`src/rtl/zx_kbd_matrix.sv`:
```
// -----------------------------------------------------------------------------
// zx_kbd_matrix
//
// Purpose:
//   Translates the PS/2 Set-2 scancode stream from the ps2_keyboard receiver
//   into the ZX Spectrum 8x5 half-row key matrix, and answers the ULA port FEh
//   keyboard read on D. Also owns the F1 help-screen toggle for the video unit.
//
// Parameters:
//   SKIP_E1       bytes discarded after an E1 prefix (Pause key sequence)
//
// Ports:
//   CLOCK_50      in   1   system clock, the only clock
//   RESET_N       in   1   synchronous active-low reset
//   ps2_data      in   8   received scancode byte, valid with ps2_data_clk
//   ps2_data_clk  in   1   one-cycle byte strobe
//   A             in  16   Z80 address bus, A[15:8] selects half-rows (active-low)
//   D             out  8   port FEh read value {3'b111, keys[4:0]}, active-low
//   f1_screen     out  1   help-screen enable, toggles on each fresh F1 make
//
// Configuration:
//   ZXKBD_EXTKEYS_EN  when defined, cursor keys, backspace, right Ctrl and
//                     keypad Enter are mapped through a 7-bit composite
//                     register; otherwise E0-prefixed codes and 66 are ignored.
// -----------------------------------------------------------------------------
module zx_kbd_matrix #(
    parameter int SKIP_E1 = 7
) (
    input  logic        CLOCK_50,
    input  logic        RESET_N,
    input  logic [7:0]  ps2_data,
    input  logic        ps2_data_clk,
    input  logic [15:0] A,
    output logic [7:0]  D,
    output logic        f1_screen
);

    localparam logic [2:0] ST_IDLE = 3'd0;
    localparam logic [2:0] ST_BRK  = 3'd1;
    localparam logic [2:0] ST_EXT  = 3'd2;
    localparam logic [2:0] ST_EBRK = 3'd3;
    localparam logic [2:0] ST_SKIP = 3'd4;

    localparam logic [7:0] SKIP_LOAD = 8'(SKIP_E1);

    // Base scancode lookup: {valid, row[2:0], col[2:0]}.
    function automatic logic [6:0] map_code(input logic [7:0] code);
        case (code)
            8'h12, 8'h59: map_code = {1'b1, 3'd0, 3'd0};
            8'h1A: map_code = {1'b1, 3'd0, 3'd1};
            8'h22: map_code = {1'b1, 3'd0, 3'd2};
            8'h21: map_code = {1'b1, 3'd0, 3'd3};
            8'h2A: map_code = {1'b1, 3'd0, 3'd4};
            8'h1C: map_code = {1'b1, 3'd1, 3'd0};
            8'h1B: map_code = {1'b1, 3'd1, 3'd1};
            8'h23: map_code = {1'b1, 3'd1, 3'd2};
            8'h2B: map_code = {1'b1, 3'd1, 3'd3};
            8'h34: map_code = {1'b1, 3'd1, 3'd4};
            8'h15: map_code = {1'b1, 3'd2, 3'd0};
            8'h1D: map_code = {1'b1, 3'd2, 3'd1};
            8'h24: map_code = {1'b1, 3'd2, 3'd2};
            8'h2D: map_code = {1'b1, 3'd2, 3'd3};
            8'h2C: map_code = {1'b1, 3'd2, 3'd4};
            8'h16: map_code = {1'b1, 3'd3, 3'd0};
            8'h1E: map_code = {1'b1, 3'd3, 3'd1};
            8'h26: map_code = {1'b1, 3'd3, 3'd2};
            8'h25: map_code = {1'b1, 3'd3, 3'd3};
            8'h2E: map_code = {1'b1, 3'd3, 3'd4};
            8'h45: map_code = {1'b1, 3'd4, 3'd0};
            8'h46: map_code = {1'b1, 3'd4, 3'd1};
            8'h3E: map_code = {1'b1, 3'd4, 3'd2};
            8'h3D: map_code = {1'b1, 3'd4, 3'd3};
            8'h36: map_code = {1'b1, 3'd4, 3'd4};
            8'h4D: map_code = {1'b1, 3'd5, 3'd0};
            8'h44: map_code = {1'b1, 3'd5, 3'd1};
            8'h43: map_code = {1'b1, 3'd5, 3'd2};
            8'h3C: map_code = {1'b1, 3'd5, 3'd3};
            8'h35: map_code = {1'b1, 3'd5, 3'd4};
            8'h5A: map_code = {1'b1, 3'd6, 3'd0};
            8'h4B: map_code = {1'b1, 3'd6, 3'd1};
            8'h42: map_code = {1'b1, 3'd6, 3'd2};
            8'h3B: map_code = {1'b1, 3'd6, 3'd3};
            8'h33: map_code = {1'b1, 3'd6, 3'd4};
            8'h29: map_code = {1'b1, 3'd7, 3'd0};
            8'h14: map_code = {1'b1, 3'd7, 3'd1};
            8'h3A: map_code = {1'b1, 3'd7, 3'd2};
            8'h31: map_code = {1'b1, 3'd7, 3'd3};
            8'h32: map_code = {1'b1, 3'd7, 3'd4};
            default: map_code = 7'd0;
        endcase
    endfunction

`ifdef ZXKBD_EXTKEYS_EN
    // Composite register bit lookup: {valid, index[2:0]}.
    // Bits 0..4 imply CAPS (left, down, up, right, backspace),
    // bit 5 is right Ctrl (SYMSHIFT), bit 6 is keypad Enter (ENTER).
    function automatic logic [3:0] comp_code(input logic [7:0] code, input logic ext);
        if (ext) begin
            case (code)
                8'h6B: comp_code = {1'b1, 3'd0};
                8'h72: comp_code = {1'b1, 3'd1};
                8'h75: comp_code = {1'b1, 3'd2};
                8'h74: comp_code = {1'b1, 3'd3};
                8'h14: comp_code = {1'b1, 3'd5};
                8'h5A: comp_code = {1'b1, 3'd6};
                default: comp_code = 4'd0;
            endcase
        end else begin
            case (code)
                8'h66: comp_code = {1'b1, 3'd4};
                default: comp_code = 4'd0;
            endcase
        end
    endfunction

    logic [6:0] r_comp;
    logic [3:0] w_comp_base;
    logic [3:0] w_comp_ext;
    assign w_comp_base = comp_code(ps2_data, 1'b0);
    assign w_comp_ext  = comp_code(ps2_data, 1'b1);
`endif

    logic [7:0][4:0] r_m;
    logic [2:0]      r_state;
    logic [7:0]      r_cnt;
    logic            r_f1;
    logic            r_f1_held;

    logic [6:0]      w_map;
    logic            w_valid;
    logic [2:0]      w_row;
    logic [2:0]      w_col;
    logic [7:0][4:0] w_eff;
    logic [4:0]      w_or;
    logic            w_unused_a;

    assign w_map      = map_code(ps2_data);
    assign w_valid    = w_map[6];
    assign w_row      = w_map[5:3];
    assign w_col      = w_map[2:0];
    assign w_unused_a = ^A[7:0];
    assign f1_screen  = r_f1;

    // Scancode parser: prefix FSM, matrix updates and F1 toggle.
    always_ff @(posedge CLOCK_50) begin
        if (!RESET_N) begin
            r_m       <= '0;
            r_state   <= ST_IDLE;
            r_cnt     <= 8'd0;
            r_f1      <= 1'b0;
            r_f1_held <= 1'b0;
`ifdef ZXKBD_EXTKEYS_EN
            r_comp    <= 7'd0;
`endif
        end else if (ps2_data_clk) begin
            case (r_state)
                ST_IDLE: begin
                    case (ps2_data)
                        8'hF0: r_state <= ST_BRK;
                        8'hE0: r_state <= ST_EXT;
                        8'hE1: begin
                            if (SKIP_LOAD != 8'd0) begin
                                r_state <= ST_SKIP;
                                r_cnt   <= SKIP_LOAD;
                            end
                        end
                        8'hAA, 8'hFA, 8'hEE: begin
                        end
                        8'h00, 8'hFF: begin
                            r_m <= '0;
`ifdef ZXKBD_EXTKEYS_EN
                            r_comp <= 7'd0;
`endif
                        end
                        8'h05: begin
                            // Only a fresh press toggles; typematic repeats keep f1_held set.
                            if (!r_f1_held) begin
                                r_f1      <= ~r_f1;
                                r_f1_held <= 1'b1;
                            end
                        end
                        default: begin
                            if (w_valid) begin
                                r_m[w_row][w_col] <= 1'b1;
                            end
`ifdef ZXKBD_EXTKEYS_EN
                            if (w_comp_base[3]) begin
                                r_comp[w_comp_base[2:0]] <= 1'b1;
                            end
`endif
                        end
                    endcase
                end
                ST_BRK: begin
                    r_state <= ST_IDLE;
                    if (ps2_data == 8'h05) begin
                        r_f1_held <= 1'b0;
                    end
                    if (w_valid) begin
                        r_m[w_row][w_col] <= 1'b0;
                    end
`ifdef ZXKBD_EXTKEYS_EN
                    if (w_comp_base[3]) begin
                        r_comp[w_comp_base[2:0]] <= 1'b0;
                    end
`endif
                end
                ST_EXT: begin
                    if (ps2_data == 8'hF0) begin
                        r_state <= ST_EBRK;
                    end else begin
                        r_state <= ST_IDLE;
`ifdef ZXKBD_EXTKEYS_EN
                        if (w_comp_ext[3]) begin
                            r_comp[w_comp_ext[2:0]] <= 1'b1;
                        end
`endif
                    end
                end
                ST_EBRK: begin
                    r_state <= ST_IDLE;
`ifdef ZXKBD_EXTKEYS_EN
                    if (w_comp_ext[3]) begin
                        r_comp[w_comp_ext[2:0]] <= 1'b0;
                    end
`endif
                end
                ST_SKIP: begin
                    r_cnt <= r_cnt - 8'd1;
                    if (r_cnt <= 8'd1) begin
                        r_state <= ST_IDLE;
                    end
                end
                default: r_state <= ST_IDLE;
            endcase
        end
    end

    // Effective matrix: real keys ORed with whatever composites imply.
    always_comb begin
        w_eff = r_m;
`ifdef ZXKBD_EXTKEYS_EN
        w_eff[0][0] = r_m[0][0] | (|r_comp[4:0]);  // CAPS
        w_eff[3][4] = r_m[3][4] | r_comp[0];       // 5 (left)
        w_eff[4][4] = r_m[4][4] | r_comp[1];       // 6 (down)
        w_eff[4][3] = r_m[4][3] | r_comp[2];       // 7 (up)
        w_eff[4][2] = r_m[4][2] | r_comp[3];       // 8 (right)
        w_eff[4][0] = r_m[4][0] | r_comp[4];       // 0 (backspace)
        w_eff[7][1] = r_m[7][1] | r_comp[5];       // SYMSHIFT
        w_eff[6][0] = r_m[6][0] | r_comp[6];       // ENTER
`endif
    end

    // Port FEh read: OR every half-row whose address line is low.
    always_comb begin
        w_or = 5'b00000;
        for (int r = 0; r < 8; r++) begin
            if (!A[8+r]) begin
                w_or = w_or | w_eff[r];
            end else begin
                w_or = w_or;
            end
        end
        D = {3'b111, ~w_or};
    end

endmodule

```
`config.mk`:
```
export PLATFORM = sky130hd
export DESIGN_NAME = zx_kbd_matrix
export DESIGN_NICKNAME = d
export VERILOG_FILES = /design/src/rtl/zx_kbd_matrix.sv
export SDC_FILE = /design/constraint.sdc
export NUM_CORES = 1
export LEC_CHECK = 0
export BUFFER_PORTS_ARGS = -buffer_cell sky130_fd_sc_hd__buf_2
export CORE_MARGIN = 2
export CORE_UTILIZATION = 54
export DETAILED_ROUTE_END_ITERATION = 16
export PLACE_DENSITY = 0.82
export SLEW_MARGIN = 10
export SYNTH_ARGS = -nofsm -noshare
export SYNTH_HDL_FRONTEND = slang
export SYNTH_SLANG_ARGS = --single-unit
```
`constraint.sdc`:
```
create_clock -name CLOCK_50 -period 2.6 [get_ports CLOCK_50]
set_input_delay 0.26 -clock CLOCK_50 [delete_from_list [all_inputs] [get_ports CLOCK_50]]
set_output_delay 0.26 -clock CLOCK_50 [all_outputs]
set_load 0.01 [all_outputs]
```
==> reports/qor.csv, run 1 <==
metric;value;unit
Worst Hold Margin;0.236;ns
post-synth top area cell;dfxtp_1;
Initial DRC Count;207;
final worst path period share;93.0;%
initial antenna violation count;0;
core area;0.00668;mm²
Sequential Area;0.00106;mm²
postcts setup bufs;0;
CP delay by family, top;compound AO/OA/AOI/OAI gates;
crit-path cells;buf_2 -> buf_4 -> ha_1 -> nand4bb_1 -> o311ai_0 -> a211o_1 -> a211o_2 -> a21oi_1 -> or2_1 -> a221o_1;
commonest non-fill, non-tap cell in the layout;dfxtp_1;
GRT Total Usage;28.0;%
TritonCTS Sinks;53;
top-area cell type share of the netlist area;28.8;%
num ports;36;
Setup CP Type;primary input to flop;
Mapped Area;0.00368;mm²
Distinct cells, synth;79;
metal2 WL;5100;µm
CTS root buf;clkbuf_8;
Worst setup SP type;primary input;
via count;3885;
register area share after synthesis;28.8;%
RSZ-0062 raised after global routing;no;
Detailed Routing Iterations Pass 1;5;
footprint of the multi-input gates;0.00224;mm²
fin. max-slew vios;0;
Die Ht;86.6;µm
post-route ant nets;0;
final hold vios;0;
via/cell ratio;6.39;
share of cells above drive strength 1;19.9;%
CTS tree;done;
CTS Hold Bufs;0;
min cycle time layout;2.42;ns
Post-CTS Resized;0;
hold path start;RESET_N;
# fillers;588;
M1 wire length;4370;µm
num rows;30;
worst path arrival time;2.62;ns
r2r endpoint;r_m[26]$_SDFFE_PN0P_;
clk_skew;0.00298;ns
# diodes;0;
peak supply drop;291;µV
worst-margin pin slew;0.541;ns
Synth Instances;470;
die footprint;0.00749;mm²
largest net degree at the start of global routing;31;
Synth Flop Type;dfxtp_1;
first-pass GRT wire length;17000;µm
Logic pwr share;20.3;%
htree depth;2;
status;finished clean;
leakage power;1.58;nW
Crit path required time;2.80;ns
Post-synth EDFFs;0;
Fmax;414;MHz
vias in the first global route;3737;
Yosys Warn Count;0;
cts bufs inserted;5;
worst hold-check path type;primary input to flop;
clock-pin slew on the worst setup and hold paths;0.09;ns
final wirelength;10400;µm
WL/cell;17.1;µm
Reg power frac;50.8;%
max_cap viols;0;
r2r setup slk;0.34;ns
P per Cell Area;384;mW/mm²
later-pin clock latency in the skew report;0.32;ns
Overall Power;1.61;mW
R2R cell count;7;
Mean Syn Cell Area;7.83;µm²
Crit Path Max Fanout;10;
sw frac;29.5;%
grt ovf;0;
top sig layer;met4;
NetSw;0.474;mW
slew margin rel.;63.6;%
Clk network pwr share;28.9;%
Port Buffers;24;
setup tns final;0;ns
Die X;86.6;µm
maximum clock path buffer count;2;
Crit Reg-Reg Startpoint;r_state[0]$_SDFFE_PN0P_;
most area-consuming cells after synthesis;dfxtp_1 (29%), o21ai_0 (5.0%), inv_1 (4.8%), o22ai_1 (4.6%), a221o_1 (4.4%);
internal power;1.13;mW
hold path cells;2;
WL met3;583;µm
worst hold endpoint;r_f1_held$_SDFFE_PN0P_;
slowest stage cell, crit path;a221o_1;
P&R area growth vs syn;13.5;%
gpl congestion;0.954;
most frequent cells in the layout;dfxtp_1 (53), buf_4 (52), inv_1 (47);
Setup-failing EPs final;0;
Buf/Inv on CP;2;
number of synthesized register bits;53;
drt drc;0;
Initial Util;55.1;%
fin nets;562;
HPWL Detailed;7680;µm
Largest stage delay, worst path;0.41;ns
Crit. End Element;flop;
ys async rst share;0;%
==> cells in the mapped netlist, types with 3 or more instances <==
cell      number
o22ai_1       27
nor4_1         6
nor4bb_1       3
nor3_1        16
and4b_1        3
a21oi_1       28
a21o_1         4
nand4_1        5
nand2_1       25
clkbuf_1       5
and3_1         8
a211oi_1       3
dfxtp_1       53
and2_1         9
buf_2          6
mux2_2         4
o21ai_1        7
nor2_1        26
nand3_1       10
inv_1         47
or3_1          4
or2_1          3
nor2b_1        8
nand2b_1       5
o31ai_1        3
o21ai_0       37
buf_6          8
buf_4          8
ha_1           8
a31oi_1       12
a221o_1       16
xnor2_1        3
o311a_1        3
==> registers in the layout (all words and copies together) (netlist names) <==
register / flops
f1_screen: 1
r_state: 3
r_cnt: 8
r_f1_held: 1
r_m: 40
==> power groups by stage <==
stage | registers [mW] | logic (mW) | clock network [mW]
2_1_floorplan | 0.834 | 0.204 | 0
3_3_place_gp | 0.834 | 0.304 | 0
3_5_place_dp | 0.835 | 0.314 | 0
4_1_cts | 0.816 | 0.316 | 0.458
5_1_grt | 0.816 | 0.350 | 0.495
6_report | 0.816 | 0.326 | 0.464
==> worst max-delay path by stage <==
stage,from,to,slack [ns],cells past startpoint
floorplan,ps2_data[1],r_m[20]$_SDFFE_PN0P_,0.07,11
global placement,ps2_data[0],r_m[5]$_SDFFE_PN0P_,-0.01,11
detailed placement,ps2_data[1],r_m[0]$_SDFFE_PN0P_,-0.12,10
CTS,ps2_data[0],r_m[26]$_SDFFE_PN0P_,0.20,10
global route,ps2_data[1],r_m[0]$_SDFFE_PN0P_,0.05,10
finish,ps2_data[0],r_m[26]$_SDFFE_PN0P_,0.18,10
==> worst reg2reg max path, delay by kind of cell (launching register included) <==
| family | cells | cell delay [ns] |
|---|---|---|
| and+or+nand+nor | 4 | 0.77 |
| AOI/OAI and AO/OA | 3 | 0.88 |
| DFF | 1 | 0.51 |
==> cell families after synthesis <==
| kind of cell | Yosys count | synth area share, % |
|---|---|---|
| AOI/OAI and AO/OA | 167 | 30.4 |
| DFF | 53 | 28.8 |
| buffers and inverters | 76 | 10.4 |
| muxes | 7 | 2.38 |
| and+or+nand+nor | 153 | 23.9 |
| xor gates and xnor gates | 5 | 1.19 |
| other | 1 | 0.102 |
| adders and majority gates | 8 | 2.72 |
==> area by class of cell <==
| cell class | count | area share (%) |
|---|---|---|
| flip-flops and latches | 53 | 25.4 |
| clock inverters | 2 | 0.240 |
| well taps | 80 | 2.40 |
| repair buffers | 76 | 12.2 |
| inverters | 48 | 4.31 |
| clock buffers | 6 | 1.74 |
| multi-input cells | 343 | 53.7 |
==> routing by layer <==
| metal | up-vias | GRT usage (%) |
|---|---|---|
| li1 | 1852 | - |
| met1 | 1857 | 32.8 |
| met2 | 137 | 48.3 |
| met3 | 39 | 5.14 |
| met4 | 0 | 14.9 |
| met5 | - | 0 |
==> through the flow <==
step	util [%]	instance area [µm²]	cells	setup WS, ns
floorplan	-	3690	472	0.0750
global placement	61.3	4090	600	-0.0124
detailed placement	61.3	4090	600	-0.122
CTS	62.5	4180	608	0.195
global route	62.5	4180	608	0.0489
finish	62.5	4180	608	0.183
No activity file was read; power rests on OpenSTA's default activity.
==> run 2: changes to the inputs <==
--- a/config.mk
+++ b/config.mk
@@ -9,7 +9,9 @@
 export CORE_MARGIN = 2
 export CORE_UTILIZATION = 54
 export DETAILED_ROUTE_END_ITERATION = 16
+export GPL_ROUTABILITY_DRIVEN = 0
 export PLACE_DENSITY = 0.82
+export SETUP_SLACK_MARGIN = 0.2
 export SLEW_MARGIN = 10
 export SYNTH_ARGS = -nofsm -noshare
 export SYNTH_HDL_FRONTEND = slang
==> run 2 against run 1 <==
  * Largest cell class unchanged
  * Clock skew is 0.0041 ns higher
  * Utilization increased by 1.6 points
  * Total power is 0.89% higher
  * Combinational power is 7.1% higher
  * Highest routed layer unchanged
  * Critical path type unchanged
  * Non-clock buffer count is 1 lower
  * Worst setup slack better by 0.12 ns
  * Clock-buffer cell count stayed put
  * Global-route usage down 1.0 points
  * Flip-flop and latch count unchanged
  * Sequential share of layout area fell by 0.62 points
  * Register-to-register slack gained 0.03 ns
==> reports/qor.csv, run 2 (synthesized netlist as in run 1, its figures left out) <==
metric;value;unit;change
final hold vios;0;;unchanged
Fmax;435;MHz;was 414 MHz
worst path arrival time;2.51;ns;was 2.62 ns
max_cap viols;0;;unchanged
P&R area growth vs syn;16.5;%;was 13.5%
Logic pwr share;21.5;%;was 20.3%
share of cells above drive strength 1;22.2;%;was 19.9%
hold path start;RESET_N;;unchanged
Detailed Routing Iterations Pass 1;5;;unchanged
largest net degree at the start of global routing;20;;was 31
Setup CP Type;primary input to flop;;unchanged
Die X;86.6;µm;unchanged
grt ovf;0;;unchanged
HPWL Detailed;7440;µm;was 7680 µm
leakage power;1.60;nW;was 1.58 nW
Crit Reg-Reg Startpoint;r_state[2]$_SDFFE_PN0P_;;was r_state[0]$_SDFFE_PN0P_
fin area;0.00429;mm²;was 0.00418 mm²
later-pin clock latency in the skew report;0.31;ns;was 0.32 ns
cts bufs inserted;5;;unchanged
placed instance count;597;;was 600
Largest Register;r_m;;unchanged
clk_skew;0.00710;ns;was 0.00298 ns
slowest stage cell, crit path;o311a_1;;was a221o_1
Layout Utilization;64.2;%;was 62.5%
status;finished clean;;unchanged
sw frac;29.3;%;was 29.5%
Crit path required time;2.81;ns;was 2.80 ns
Placed Area;0.00414;mm²;was 0.00409 mm²
Initial DRC Count;299;;was 207
Final Instance Count excl. Fillers;606;;was 608
post-route ant nets;0;;unchanged
Worst setup SP type;primary input;;unchanged
htree depth;2;;unchanged
maximum clock path buffer count;2;;unchanged
commonest non-fill, non-tap cell in the layout;dfxtp_1;;unchanged
drt drc;0;;unchanged
peak supply drop;234;µV;was 291 µV
Port Buffers;24;;unchanged
Worst Hold Margin;0.233;ns;was 0.236 ns
initial antenna violation count;0;;unchanged
fin. max-slew vios;0;;unchanged
P per Cell Area;378;mW/mm²;was 384 mW/mm²
final worst path period share;88.3;%;was 93.0%
Setup-failing EPs final;0;;unchanged
CTS Hold Bufs;0;;unchanged
crit-path cells;buf_2 -> clkinvlp_4 -> ha_1 -> buf_4 -> nor2b_1 -> o31ai_1 -> o311a_1 -> nor2_1 -> buf_12 -> nand3b_1 -> and3_1 -> a221o_1;;was buf_2 -> buf_4 -> ha_1 -> nand4bb_1 -> o311ai_0 -> a211o_1 -> a211o_2 -> a21oi_1 -> or2_1 -> a221o_1
NetSw;0.475;mW;was 0.474 mW
vias in the first global route;3557;;was 3,737
num rows;30;;unchanged
Crit Path Max Fanout;12;;was 10
final wirelength;10300;µm;was 10,400 µm
num ports;36;;unchanged
CTS root buf;clkbuf_8;;unchanged
min cycle time layout;2.30;ns;was 2.42 ns
worst hold-check path type;primary input to flop;;unchanged
most frequent cells in the layout;dfxtp_1 (52), buf_4 (49), inv_1 (45);;was dfxtp_1 (53), buf_4 (52), inv_1 (47)
core area;0.00668;mm²;unchanged
# diodes;0;;unchanged
Clk network pwr share;28.1;%;was 28.9%
WL/cell;16.9;µm;was 17.1 µm
GRT Total Usage;26.9;%;was 28.0%
Die Ht;86.6;µm;unchanged
Initial Util;55.1;%;unchanged
Largest stage delay, worst path;0.28;ns;was 0.41 ns
TritonCTS Sinks;53;;unchanged
Reg power frac;50.4;%;was 50.8%
via count;3843;;was 3,885
first-pass GRT wire length;16300;µm;was 17,000 µm
Crit. End Element;flop;;unchanged
CP startpoint;ps2_data[0];;unchanged
fin nets;561;;was 562
pre-CTS setup slack;-0.0878;ns;was -0.122 ns
CTS tree;done;;unchanged
RSZ-0062 raised after global routing;yes;;was no
clock-pin slew on the worst setup and hold paths;0.10;ns;was 0.09 ns
via/cell ratio;6.34;;was 6.39
max FFs per register;40;;unchanged
Largest regs;r_m (40), r_cnt (8), r_state (3);;unchanged
die footprint;0.00749;mm²;unchanged
worst setup margin;0.304;ns;was 0.183 ns
internal power;1.14;mW;was 1.13 mW
# fillers;567;;was 588
[run 2: cell types whose count changed in the layout (fill, tap and decap cells not counted), sizes merged]
cell / before / now
buf: 76 / 75
clkinvlp: 0 / 1
clkinv: 3 / 2
inv: 47 / 46
[run 2: power groups by stage]
stage	clock (mW)	combinational [mW]	sequential (mW)
CTS	0.455	0.328	0.816
global route	0.487	0.373	0.816
detailed placement	0	0.326	0.835
finish	0.455	0.349	0.816
global placement	0	0.318	0.834
floorplan	0	0.213	0.834
[run 2: timing repair]
| action | 4_1_cts | 5_1_grt |
|---|---|---|
| resized for setup | 0 | 15 |
| endpoints found under the setup margin | 0 | 34 |
| setup buffers | 0 | 2 |
[run 2: final cells by class]
| class | instances | area (µm²) | area share [%] |
|---|---|---|---|
| inverter | 48 | 186 | 4.35 |
| sequential | 53 | 1060 | 24.8 |
| clock inverter | 1 | 8.76 | 0.204 |
| multi-input combinational | 343 | 2330 | 54.3 |
| timing repair buffer | 75 | 528 | 12.3 |
| clock buffer | 6 | 72.6 | 1.69 |
| tap | 80 | 100 | 2.34 |
[run 2: stage by stage]
stage	TNS [ns]	power [mW]
after detailed placement	-0.757	1.16
after global routing	0	1.68
final	0	1.62
after global placement	0	1.15
after CTS	0	1.60
after floorplan	0	1.05
[run 2: final timing paths]
kind	to	slack, ns	cells past startpoint
max	r_m[20]$_SDFFE_PN0P_	0.30	12
min	r_f1_held$_SDFFE_PN0P_	0.23	2
max reg2reg	r_m[32]$_SDFFE_PN0P_	0.37	8
min reg2reg	r_m[2]$_SDFFE_PN0P_	0.47	2
[run 2: metal layers]
metal | global-route usage (%) | wire [µm] | up-vias
met1 | 34.7 | 4410 | 1792
met5 | 0 | 0 | -
li1 | - | - | 1853
met4 | 11.9 | 369 | 0
met3 | 4.86 | 659 | 41
met2 | 44.0 | 4810 | 157
[run 2: worst max-delay path, delay by kind of cell]
| family | cells | cell delay [ns] |
|---|---|---|
| simple gates | 4 | 0.61 |
| fa+ha+maj | 1 | 0.25 |
| buf+inv | 4 | 0.59 |
| compound gates | 3 | 0.79 |
==> run 3: changes to the inputs <==
--- a/config.mk
+++ b/config.mk
@@ -8,6 +8,7 @@
 export BUFFER_PORTS_ARGS = -buffer_cell sky130_fd_sc_hd__buf_2
 export CORE_MARGIN = 2
 export CORE_UTILIZATION = 54
+export CTS_BUF_LIST = sky130_fd_sc_hd__clkbuf_16
 export DETAILED_ROUTE_END_ITERATION = 16
 export GPL_ROUTABILITY_DRIVEN = 0
 export PLACE_DENSITY = 0.82
==> run 3 against run 2 <==
  * First-iteration DRC count rose by 29%
  * Clock skew shrank 0.0035 ns
  * Fmax down 0.70%
  * Combinational power about the same
  * Total power increased by 11%
  * Global-route usage increased by 0.56 points
  * Non-clock buffer count down 1
  * Die area is the same
  * Routed wire length is 0.78% higher
  * Cell count is 0.17% lower
  * Via count up 1.5%
  * Final area up 1.3%
  * Critical endpoint is now r_m[36]$_SDFFE_PN0P_
  * Highest routed layer unchanged
==> reports/qor.csv, run 3 (synthesized netlist as in run 1, its figures left out) <==
metric;value;unit;change
Detailed Routing Iterations Pass 1;5;;unchanged
final hold vios;0;;unchanged
CTS root buf;clkbuf_16;;was clkbuf_8
fin nets;560;;was 561
status;finished clean;;unchanged
vias in the first global route;3627;;was 3,557
CTS tree;done;;unchanged
largest net degree at the start of global routing;20;;unchanged
Crit Path Max Fanout;8;;was 12
sw frac;27.3;%;was 29.3%
Layout Utilization;65.0;%;was 64.2%
Initial Util;55.1;%;unchanged
Die Ht;86.6;µm;unchanged
RSZ-0062 raised after global routing;no;;was yes
Crit Reg-Reg Startpoint;r_state[2]$_SDFFE_PN0P_;;unchanged
clk_skew;0.00356;ns;was 0.00710 ns
setup tns final;0;ns;unchanged
via count;3902;;was 3,843
worst hold-check path type;primary input to flop;;unchanged
P per Cell Area;414;mW/mm²;was 378 mW/mm²
leakage power;1.62;nW;was 1.60 nW
max FFs per register;40;;unchanged
later-pin clock latency in the skew report;0.29;ns;was 0.31 ns
hold path start;RESET_N;;unchanged
internal power;1.31;mW;was 1.14 mW
R2R cell count;7;;was 8
worst hold endpoint;r_f1_held$_SDFFE_PN0P_;;unchanged
Fmax;432;MHz;was 435 MHz
cts bufs inserted;5;;unchanged
min cycle time layout;2.31;ns;was 2.30 ns
hold path cells;2;;unchanged
share of cells above drive strength 1;22.9;%;was 22.2%
via/cell ratio;6.45;;was 6.34
r2r setup slk;0.48;ns;was 0.37 ns
fin. max-slew vios;0;;unchanged
post-route ant nets;0;;unchanged
maximum clock path buffer count;2;;unchanged
final worst path period share;88.9;%;was 88.3%
Initial DRC Count;385;;was 299
# diodes;0;;unchanged
Crit path required time;2.77;ns;was 2.81 ns
clock-pin slew on the worst setup and hold paths;0.06;ns;was 0.10 ns
Largest Register;r_m;;unchanged
P&R area growth vs syn;18.0;%;was 16.5%
drt drc;0;;unchanged
WL/cell;17.1;µm;was 16.9 µm
placed instance count;597;;unchanged
max_cap viols;0;;unchanged
most frequent cells in the layout;dfxtp_1 (52), buf_4 (48), inv_1 (46);;was dfxtp_1 (52), buf_4 (49), inv_1 (45)
final wirelength;10300;µm;about the same
Port Buffers;24;;unchanged
Worst setup SP type;primary input;;unchanged
Logic pwr share;19.3;%;was 21.5%
Crit. End Element;flop;;unchanged
# fillers;560;;was 567
Sequential Area;0.00106;mm²;unchanged
worst path arrival time;2.48;ns;was 2.51 ns
grt ovf;0;;unchanged
HPWL Detailed;7440;µm;unchanged
first-pass GRT wire length;16700;µm;was 16,300 µm
GRT Total Usage;27.5;%;was 26.9%
Setup CP Type;primary input to flop;;unchanged
NetSw;0.491;mW;was 0.475 mW
TritonCTS Sinks;53;;unchanged
num ports;36;;unchanged
peak supply drop;256;µV;was 234 µV
htree depth;2;;unchanged
Clk network pwr share;35.3;%;was 28.1%
Largest regs;r_m (40), r_cnt (8), r_state (3);;unchanged
initial antenna violation count;0;;unchanged
core area;0.00668;mm²;unchanged
Setup-failing EPs final;0;;unchanged
footprint of the multi-input gates;0.00234;mm²;was 0.00233 mm²
Final Instance Count excl. Fillers;605;;was 606
num rows;30;;unchanged
die footprint;0.00749;mm²;unchanged
r2r endpoint;r_m[0]$_SDFFE_PN0P_;;was r_m[32]$_SDFFE_PN0P_
Reg power frac;45.4;%;was 50.4%
commonest non-fill, non-tap cell in the layout;dfxtp_1;;unchanged
Die X;86.6;µm;unchanged
-- run 3: timing repair --
action / 4_1_cts / 5_1_grt
hold buffers: 0 / 0
buffers inserted: 0 / 1
gates resized for setup: 0 / 17
setup endpoints to repair: 0 / 36
-- run 3: power groups by stage --
stage	Clock (mW)	Sequential [mW]	Combinational, mW
6_report	0.634	0.816	0.347
5_1_grt	0.666	0.816	0.372
4_1_cts	0.634	0.816	0.328
3_5_place_dp	0	0.835	0.326
3_3_place_gp	0	0.834	0.318
2_1_floorplan	0	0.834	0.213
-- run 3: worst max-delay path, stage by stage --
cell,delay [ns]
buf_2,0.18
inv_4,0.06
ha_4,0.30
mux4_2,0.24
nor2_1,0.04
or3_4,0.39
and2_2,0.28
buf_4,0.18
nor3_4,0.18
nor3_1,0.09
a221o_1,0.27
-- run 3: final cells by class --
class / count / area share [%]
timing repair buffer: 74 / 12.0
tap: 80 / 2.30
sequential: 53 / 24.5
inverter: 48 / 4.21
multi-input combinational: 343 / 53.9
clock buffer: 5 / 2.88
clock inverter: 2 / 0.288
-- run 3: metal layers --
layer | routed length, µm | track usage [%] | vias to the layer above
met5 | 0 | 0 | -
met4 | 366 | 11.6 | 0
met3 | 855 | 5.05 | 47
met2 | 4880 | 45.2 | 223
met1 | 4230 | 35.3 | 1779
li1 | - | - | 1853
-- run 3: worst max-delay path by stage --
stage,start,end,slack [ns],cells after the start
finish,ps2_data[1],r_m[36]$_SDFFE_PN0P_,0.29,11
global route,ps2_data[0],r_m[16]$_SDFFE_PN0P_,0.20,12
CTS,ps2_data[0],r_m[36]$_SDFFE_PN0P_,0.21,11
detailed placement,ps2_data[0],r_m[36]$_SDFFE_PN0P_,-0.09,11
global placement,ps2_data[0],r_m[31]$_SDFFE_PN0P_,0.01,10
floorplan,ps2_data[1],r_m[35]$_SDFFE_PN0P_,0.21,12
-- run 3: metrics by stage --
step	worst slack [ns]	hold WS [ns]	total power, mW	area, µm²
2_1_floorplan	0.207	0.382	1.05	3740
6_report	0.288	0.267	1.80	4340
3_3_place_gp	0.0116	0.445	1.15	4140
3_5_place_dp	-0.0878	0.452	1.16	4140
5_1_grt	0.204	0.271	1.85	4340
4_1_cts	0.205	0.257	1.78	4280
